`src/rtl/regfile_wb_arbiter.sv`:
```
// regfile_wb_arbiter: write-back arbiter for the register file's single write port.
// Source A (single-cycle ALU results) has priority. Source B (long-latency
// results) is queued in a small FIFO. A starvation counter forces the B head out
// when it has been stalled for STARVE_MAX consecutive cycles.
// Optional feature macro: WB_STATS_EN adds saturating wb_count/starve_count outputs.
module regfile_wb_arbiter #(
  parameter int DEPTH      = 4,
  parameter int STARVE_MAX = 8
) (
  input  logic        Clk,
  input  logic        Rst_n,
  input  logic        a_valid,
  output logic        a_ready,
  input  logic [4:0]  a_addr,
  input  logic [31:0] a_data,
  input  logic        b_valid,
  output logic        b_ready,
  input  logic [4:0]  b_addr,
  input  logic [31:0] b_data,
  output logic        RegWrite,
  output logic [4:0]  waddr,
  output logic [31:0] wdata
`ifdef WB_STATS_EN
  ,
  output logic [31:0] wb_count,
  output logic [15:0] starve_count
`endif
);

  localparam int AW = $clog2(DEPTH);
  localparam int PW = AW + 1;
  localparam int SW = $clog2(STARVE_MAX + 1);
  localparam logic [SW-1:0] SMAX = SW'(STARVE_MAX);

  // Pointers carry one extra wrap bit so full and empty can be told apart.
  logic [PW-1:0] wr_ptr_reg;
  logic [PW-1:0] rd_ptr_reg;
  logic [SW-1:0] scnt_reg;
  logic [36:0]   mem [DEPTH];

  logic          full;
  logic          empty;
  logic          push;
  logic          pop;
  logic          force_b;
  logic [36:0]   head;
  logic          win_valid;
  logic [4:0]    win_addr;
  logic [31:0]   win_data;

  assign full    = (wr_ptr_reg[AW] != rd_ptr_reg[AW]) &&
                   (wr_ptr_reg[AW-1:0] == rd_ptr_reg[AW-1:0]);
  assign empty   = (wr_ptr_reg == rd_ptr_reg);
  // b_ready depends only on the registered full flag, so a same-cycle pop
  // never opens room for a push.
  assign b_ready = !full;
  assign push    = b_valid && !full;
  assign head    = mem[rd_ptr_reg[AW-1:0]];
  assign force_b = (scnt_reg == SMAX) && !empty;
  assign a_ready = !force_b;

  // Choose the winner for this cycle: forced B, then A, then any queued B.
  always_comb begin
    pop       = 1'b0;
    win_valid = 1'b0;
    win_addr  = a_addr;
    win_data  = a_data;
    if (force_b) begin
      pop       = 1'b1;
      win_valid = 1'b1;
      win_addr  = head[36:32];
      win_data  = head[31:0];
    end else if (a_valid) begin
      win_valid = 1'b1;
    end else if (!empty) begin
      pop       = 1'b1;
      win_valid = 1'b1;
      win_addr  = head[36:32];
      win_data  = head[31:0];
    end
  end

  // FIFO storage; entries need no reset because the pointers define validity.
  always_ff @(posedge Clk) begin
    if (push) begin
      mem[wr_ptr_reg[AW-1:0]] <= {b_addr, b_data};
    end
  end

  // FIFO pointers; reset discards all queued entries.
  always_ff @(posedge Clk or negedge Rst_n) begin
    if (!Rst_n) begin
      wr_ptr_reg <= '0;
      rd_ptr_reg <= '0;
    end else begin
      if (push) wr_ptr_reg <= wr_ptr_reg + PW'(1);
      if (pop)  rd_ptr_reg <= rd_ptr_reg + PW'(1);
    end
  end

  // Starvation counter: counts consecutive cycles the B head waits unserved.
  always_ff @(posedge Clk or negedge Rst_n) begin
    if (!Rst_n) begin
      scnt_reg <= '0;
    end else if (pop || empty) begin
      scnt_reg <= '0;
    end else if (scnt_reg != SMAX) begin
      scnt_reg <= scnt_reg + SW'(1);
    end
  end

  // Registered commit; writes to x0 are consumed silently, idle holds addr/data.
  always_ff @(posedge Clk or negedge Rst_n) begin
    if (!Rst_n) begin
      RegWrite <= 1'b0;
      waddr    <= '0;
      wdata    <= '0;
    end else if (win_valid && (win_addr != 5'd0)) begin
      RegWrite <= 1'b1;
      waddr    <= win_addr;
      wdata    <= win_data;
    end else begin
      RegWrite <= 1'b0;
    end
  end

`ifdef WB_STATS_EN
  // Saturating statistics: committed writes and forced-B cycles.
  always_ff @(posedge Clk or negedge Rst_n) begin
    if (!Rst_n) begin
      wb_count     <= '0;
      starve_count <= '0;
    end else begin
      if (RegWrite && (wb_count != 32'hFFFF_FFFF)) wb_count <= wb_count + 32'd1;
      if (force_b && (starve_count != 16'hFFFF))   starve_count <= starve_count + 16'd1;
    end
  end
`endif

endmodule
```
`config.mk`:
```
export PLATFORM = sky130hd
export DESIGN_NAME = regfile_wb_arbiter
export DESIGN_NICKNAME = d
export VERILOG_FILES = /design/src/rtl/regfile_wb_arbiter.sv
export SDC_FILE = /design/constraint.sdc
export NUM_CORES = 1
export LEC_CHECK = 0
export CAP_MARGIN = 20
export CORE_ASPECT_RATIO = 1.25
export CORE_MARGIN = 2
export CORE_UTILIZATION = 45
export DETAILED_ROUTE_END_ITERATION = 8
export PLACE_DENSITY = 0.7
export SETUP_SLACK_MARGIN = 0.1
export SLEW_MARGIN = 20
export SYNTH_ARGS = -nofsm -noshare
export SYNTH_HDL_FRONTEND = slang
export SYNTH_SLANG_ARGS = --single-unit
```
`constraint.sdc`:
```
create_clock -name Clk -period 5.25 [get_ports Clk]
set_clock_uncertainty 0.15 [all_clocks]
set_input_delay 0.525 -clock Clk [delete_from_list [all_inputs] [get_ports Clk]]
set_output_delay 0.525 -clock Clk [all_outputs]
set_load 0.02 [all_outputs]
```
==> results.json, run 1 <==
{
  "outcome": "completed",
  "drc": 0,
  "wl_per_cell_um": 20.2,
  "grt_pass1_vias": 4419,
  "synth_fp_nets": 472,
  "synth.yosys.seq_area_share": 0.714,
  "setup_tns_ns": 0,
  "fin_util": 0.572,
  "finalNonFillerCells": 749,
  "rows": 54,
  "cp_top_family": "compound AO/OA/AOI/OAI gates",
  "dieHeight_um": 152,
  "layout.nets": 597,
  "finalHoldViolCount": 0,
  "ant_nets": 0,
  "pin_count": 118,
  "diodes": 0,
  "critPathKind": "reg2reg",
  "path_buf_inv": 1,
  "wl_um": 15100,
  "clkTransAtPathRegs_ns": 0.07,
  "root_buffer": "clkbuf_16",
  "vias": 3929,
  "tightest_slew_ns": 1.04,
  "grt_max_degree": 49,
  "layout-drive-gt1-share": 0.269,
  "crit_chain": "xor2_1 > o32ai_2 > nor2_2 > o21ai_4 > buf_4 > mux2_4",
  "slew_headroom": 0.305,
  "max_freq_mhz": 278,
  "maxCapViolations": 0,
  "gp_congestion": 0.778,
  "cts_tree": "built",
  "antenna_found_initial": 1,
  "start_util": 0.456,
  "grt_pass1_wl_um": 24100,
  "synth_cells": 387,
  "p_leak_uw": 0.00357,
  "hold_class": "reg2reg",
  "crit_path_end_kind": "flip-flop",
  "syn-mean-instance-area_um2": 20.4,
  "track_usage": 0.175,
  "clock_latency_ns": 0.42,
  "total_power_uw": 5740,
  "fin_crit_ns": 3.60,
  "yosysWarnings": 0,
  "postLayoutCellArea_um2": 9930,
  "critPathArrivalTime_ns": 3.76,
  "critPathMaxStageDelay_ns": 0.99,
  "synth_edf_count": 148,
  "cts.sinks": 196,
  "dieWidth_um": 123,
  "rsz0062_at_grt": "false",
  "cts_made_buffers": 17,
  "drv_slew": 0,
  "cts_resized": 0,
  "dieArea_um2": 18700,
  "grt-ovfl-total": 0,
  "synthFlopType": "edfxtp_1",
  "place.detailed.hpwl_um": 9690,
  "ys_async_sr_fraction": 0.245,
  "crit_fanout": 29,
  "largest_reg_flops": 148,
  "irDropWorstVdd_v": 0.000262,
  "syn_area_um2": 7910,
  "min_period_over_period": 0.686,
  "syn_to_final_growth_pct": 25.5,
  "slowest_stage": "dfrtp_2",
  "yosysUniqueCellTypes": 33,
  "dpl_cell_area_um2": 9320,
  "cp-start-kind": "flip-flop",
  "clk_path_buf_depth": 2,
  "power.density_nw_per_um2": 578,
  "core_um2": 17400,
  "place_inst": 716,
  "yosys_register_bits": 196,
  "drt_iter0_markers": 214,
  "fillers": 1261,
  "drt_first_pass_iters": 4,
  "cts_max_level": 4,
  "port_buffers": 117,
  "vias_per_cell": 5.25,
  "cp.required_ns": 5.41,
  "setup_viol": 0
}
## cells in the mapped netlist (2+ instances only)
library cell	number	area, um2
edfxtp_1	148	4440
dfrtp_1	48	1200
mux4_2	37	833
mux2_2	33	372
mux2_4	28	420
nand2_1	15	56.3
ha_1	7	87.6
inv_1	7	26.3
xnor2_1	7	61.3
mux2_1	6	67.6
clkbuf_1	5	18.8
nand3_1	5	25.0
xor2_1	5	43.8
and3_1	4	25.0
buf_2	4	20.0
buf_6	4	45.0
nor2_1	4	15.0
buf_1	3	11.3
a32oi_1	2	17.5
o21ai_0	2	10.0
## cells in the final DEF (no fill, tap or decap), types with 2 or more instances in the layout
| cell | netlist | final |
|---|---|---|
| mux2_1 | 6 | 6 |
| clkbuf_8 | 0 | 5 |
| clkinv_4 | 0 | 2 |
| mux2_4 | 28 | 28 |
| dfrtp_1 | 48 | 46 |
| ha_1 | 7 | 7 |
| mux4_2 | 37 | 37 |
| inv_1 | 7 | 7 |
| clkbuf_16 | 0 | 18 |
| buf_4 | 0 | 5 |
| xor2_1 | 5 | 5 |
| dfrtp_2 | 0 | 2 |
| xnor2_1 | 7 | 7 |
| nand3_1 | 5 | 5 |
| clkdlybuf4s50_1 | 0 | 116 |
| and3_2 | 0 | 4 |
| nand2_1 | 15 | 15 |
| edfxtp_1 | 148 | 148 |
| o21ai_0 | 2 | 2 |
| nor2_1 | 4 | 4 |
| clkbuf_1 | 5 | 3 |
| mux2_2 | 33 | 33 |
## layout make-up
class / instances / area, um2 / area share
clock buffers: 26 / 531 / 0.0534
flip-flops and latches: 196 / 5650 / 0.569
inverters: 7 / 26.3 / 0.00265
clock inverters: 6 / 65.1 / 0.00655
multi-input cells: 168 / 2170 / 0.218
repair buffers: 122 / 1210 / 0.122
well taps: 224 / 280 / 0.0282
## timing repair
action,4_1_cts,5_1_grt
buffers inserted,0,0
endpoints found under the hold margin,9,0
endpoints found under the setup margin,0,0
hold buffers,1,0
## stage by stage
stage	setup slack [ns]	hold slack, ns
final	1.65	0.335
after global routing	1.37	0.368
after CTS	1.54	0.342
after detailed placement	1.56	0.328
after global placement	1.67	0.318
after floorplan	2.51	0.0794
## layer usage
layer | vias up | GRT usage | wire length (um)
li1 | 1776 | - | -
met1 | 2028 | 0.213 | 6120
met2 | 99 | 0.303 | 8160
met3 | 26 | 0.0389 | 569
met4 | 0 | 0.0629 | 288
met5 | - | 0 | 0
## worst reg2reg max path, cell delays in order, from the launching register on
cell,delay (ns)
dfrtp_2,0.99
xor2_1,0.21
o32ai_2,0.52
nor2_2,0.12
o21ai_4,0.62
buf_4,0.51
mux2_4,0.35
## worst paths after layout
kind,startpoint,to,slack [ns],depth (start not counted)
worst min-delay path,wdata[25],wdata[25],0.34,1
min in group asynchronous,Rst_n,scnt_reg[0],0.53,2
max in group asynchronous,Rst_n,rd_ptr_reg[1],3.95,2
worst max-delay path,rd_ptr_reg[0],wdata[13],1.65,6
worst min register to register,wdata[25],wdata[25],0.34,1
worst max register to register,rd_ptr_reg[0],wdata[13],1.65,6
## power by group
part / switching [uW] / internal (uW) / leakage, uW
Sequential: 277 / 2150 / 0.00192
Clock: 533 / 747 / 0.000290
Combinational: 922 / 1100 / 0.00136
## cell families (layout without fill, tap and decap cells)
family	after synthesis	in the layout	share of synthesized area
AND/OR/NAND/NOR	34	34	0.0207
flip-flops	196	196	0.714
adder cells (fa/ha/maj)	7	7	0.0111
AO/OA/AOI/OAI	11	11	0.0119
buffers and inverters	23	161	0.0153
XOR/XNOR	12	12	0.0133
multiplexers	104	104	0.214
No activity file was read; power rests on OpenSTA's default activity.
==> run 2, diff against run 1 <==
--- a/config.mk
+++ b/config.mk
@@ -10,7 +10,7 @@
 export CORE_MARGIN = 2
 export CORE_UTILIZATION = 45
 export DETAILED_ROUTE_END_ITERATION = 8
-export PLACE_DENSITY = 0.7
+export PLACE_DENSITY = 0.73
 export SETUP_SLACK_MARGIN = 0.1
 export SLEW_MARGIN = 20
 export SYNTH_ARGS = -nofsm -noshare
==> constraint.sdc (replaced) <==
create_clock -name Clk -period 3.21 [get_ports Clk]
set_clock_uncertainty 0.15 [all_clocks]
set_input_delay 0.321 -clock Clk [delete_from_list [all_inputs] [get_ports Clk]]
set_output_delay 0.321 -clock Clk [all_outputs]
set_load 0.02 [all_outputs]
==> run 2 against run 1 <==
Against the previous run: sequential share of layout area is 0.95 points lower; global-route usage increased by 0.70 points; sequential cell count did not move; hold slack got worse by 0.014 ns; sequential power is 59% higher; clock power is 70% higher; largest cell class unchanged; highest routed layer unchanged.
==> results.json, run 2 (synthesis results as in run 1) <==
{
  "outcome": "completed",
  "reg2reg_depth": 7,
  "crit_path_end_kind": "output pin",
  "startpoint": "rd_ptr_reg[1]",
  "grt-ovfl-total": 0,
  "clkTransAtPathRegs_ns": 0.07,
  "cts_max_level": 4,
  "maxCapViolations": 0,
  "postLayoutCellArea_um2": 10100,
  "cts_tree": "built",
  "setup_viol": 0,
  "cp_top_family": "buffers and inverters",
  "drt_first_pass_iters": 6,
  "grt_max_degree": 49,
  "finalHoldViolCount": 0,
  "cp.required_ns": 2.74,
  "hold_class": "in2async",
  "dieArea_um2": 18700,
  "core_um2": 17400,
  "setup_tns_ns": 0,
  "fin_crit_ns": 2.99,
  "dieWidth_um": 123,
  "min_period_over_period": 0.931,
  "crit_fanout": 14,
  "drv_slew": 0,
  "tightest_slew_ns": 0.669,
  "port_buffers": 117,
  "wl_per_cell_um": 20.6,
  "layout.nets": 608,
  "vias_per_cell": 5.25,
  "pin_count": 118,
  "cts_made_buffers": 17,
  "critPathArrivalTime_ns": 2.52,
  "root_buffer": "clkbuf_16",
  "cts_setup_buffers": 0,
  "wl_um": 15700,
  "cts.sinks": 196,
  "critPathMaxStageDelay_ns": 0.62,
  "grt_pass1_wl_um": 24900,
  "drc": 0,
  "vias": 3992,
  "p_leak_uw": 0.00366,
  "total_power_uw": 9620,
  "critPathKind": "reg2out",
  "endpoint": "b_ready",
  "max_freq_mhz": 335,
  "largest_reg_flops": 148,
  "clock_latency_ns": 0.43,
  "ff2ff_setup_slack_ns": 0.45,
  "drt_iter0_markers": 248,
  "layout-drive-gt1-share": 0.287,
  "ant_nets": 0,
  "dieHeight_um": 152,
  "place.detailed.hpwl_um": 10400,
  "power.density_nw_per_um2": 953,
  "crit_chain": "buf_4 > xnor2_1 > nand3_1 > clkdlybuf4s50_1",
  "slew_headroom": 0.554,
  "final_common_cell": "edfxtp_1",
  "path_buf_inv": 2,
  "crit_cells": 4,
  "dpl_cell_area_um2": 9460,
  "clk_path_buf_depth": 2,
  "rsz0062_at_grt": "false",
  "rows": 54,
  "slowest_stage": "clkdlybuf4s50_1",
  "irDropWorstVdd_v": 0.000544,
  "start_util": 0.456,
  "syn_to_final_growth_pct": 27.6,
  "gp_congestion": 0.808,
  "track_usage": 0.182,
  "fin_util": 0.581,
  "grt_pass1_vias": 4448,
  "r2r_end": "wdata[24]",
  "cp-start-kind": "flip-flop",
  "mostFrequentLayoutCells": "edfxtp_1, clkdlybuf4s50_1, dfrtp_1, mux4_2, mux2_2",
  "worstReg2RegStart": "rd_ptr_reg[1]",
  "antenna_found_initial": 1
}
[run 2: changes by cell type in the layout (fill, tap and decap cells not counted), sizes merged]
cell    change
diode       +1
buf        +11
clkinv      +3
bufinv      +2
clkbuf      -5
[run 2: metrics by stage]
step                setup WS, ns  hold slack [ns]  std cells
floorplan                  0.470           -0.125        387
global placement           0.480            0.318        727
detailed placement         0.404            0.331        727
CTS                        0.189         0.000278        759
global route               0.119            0.356        761
finish                     0.223            0.321        761
[run 2: worst min-delay path by stage]
stage	depth (start not counted)	end	from	slack, ns
final	2	wdata[19]	Rst_n	0.32
after global routing	1	wdata[29]	wdata[29]	0.36
after CTS	1	wdata[16]	Rst_n	0.0003
after detailed placement	1	wdata[29]	wdata[29]	0.33
after global placement	1	scnt_reg[0]	scnt_reg[0]	0.32
after floorplan	0	RegWrite	Rst_n	-0.12
[run 2: per-layer routing]
| layer | share of wire | vias up | GRT usage |
|---|---|---|---|
| li1 | - | 1806 | - |
| met1 | 0.40 | 2071 | 0.227 |
| met2 | 0.55 | 100 | 0.310 |
| met3 | 0.034 | 15 | 0.0363 |
| met4 | 0.015 | 0 | 0.0701 |
| met5 | 0 | - | 0 |
[run 2: area by class of cell]
type / count / area, um2
Timing Repair Buffer: 133 / 1360
Clock inverter: 11 / 151
Clock buffer: 21 / 460
Fill cell: 1235 / 7270
Antenna cell: 1 / 2.50
Sequential cell: 196 / 5650
Inverter: 7 / 26.3
Tap cell: 224 / 280
Multi-Input combinational cell: 168 / 2170
[run 2: report_power, final]
part / leakage (uW) / switching (uW) / internal, uW / total, uW
Combinational: 0.00144 / 1660 / 1930 / 3580
Clock: 0.000298 / 901 / 1270 / 2170
Sequential: 0.00192 / 354 / 3510 / 3860
[run 2: what timing repair did]
item / CTS / global route
resized for setup: 0 / 1
setup endpoints to repair: 0 / 1
hold buffers: 0 / 1
hold endpoints to repair: 0 / 48
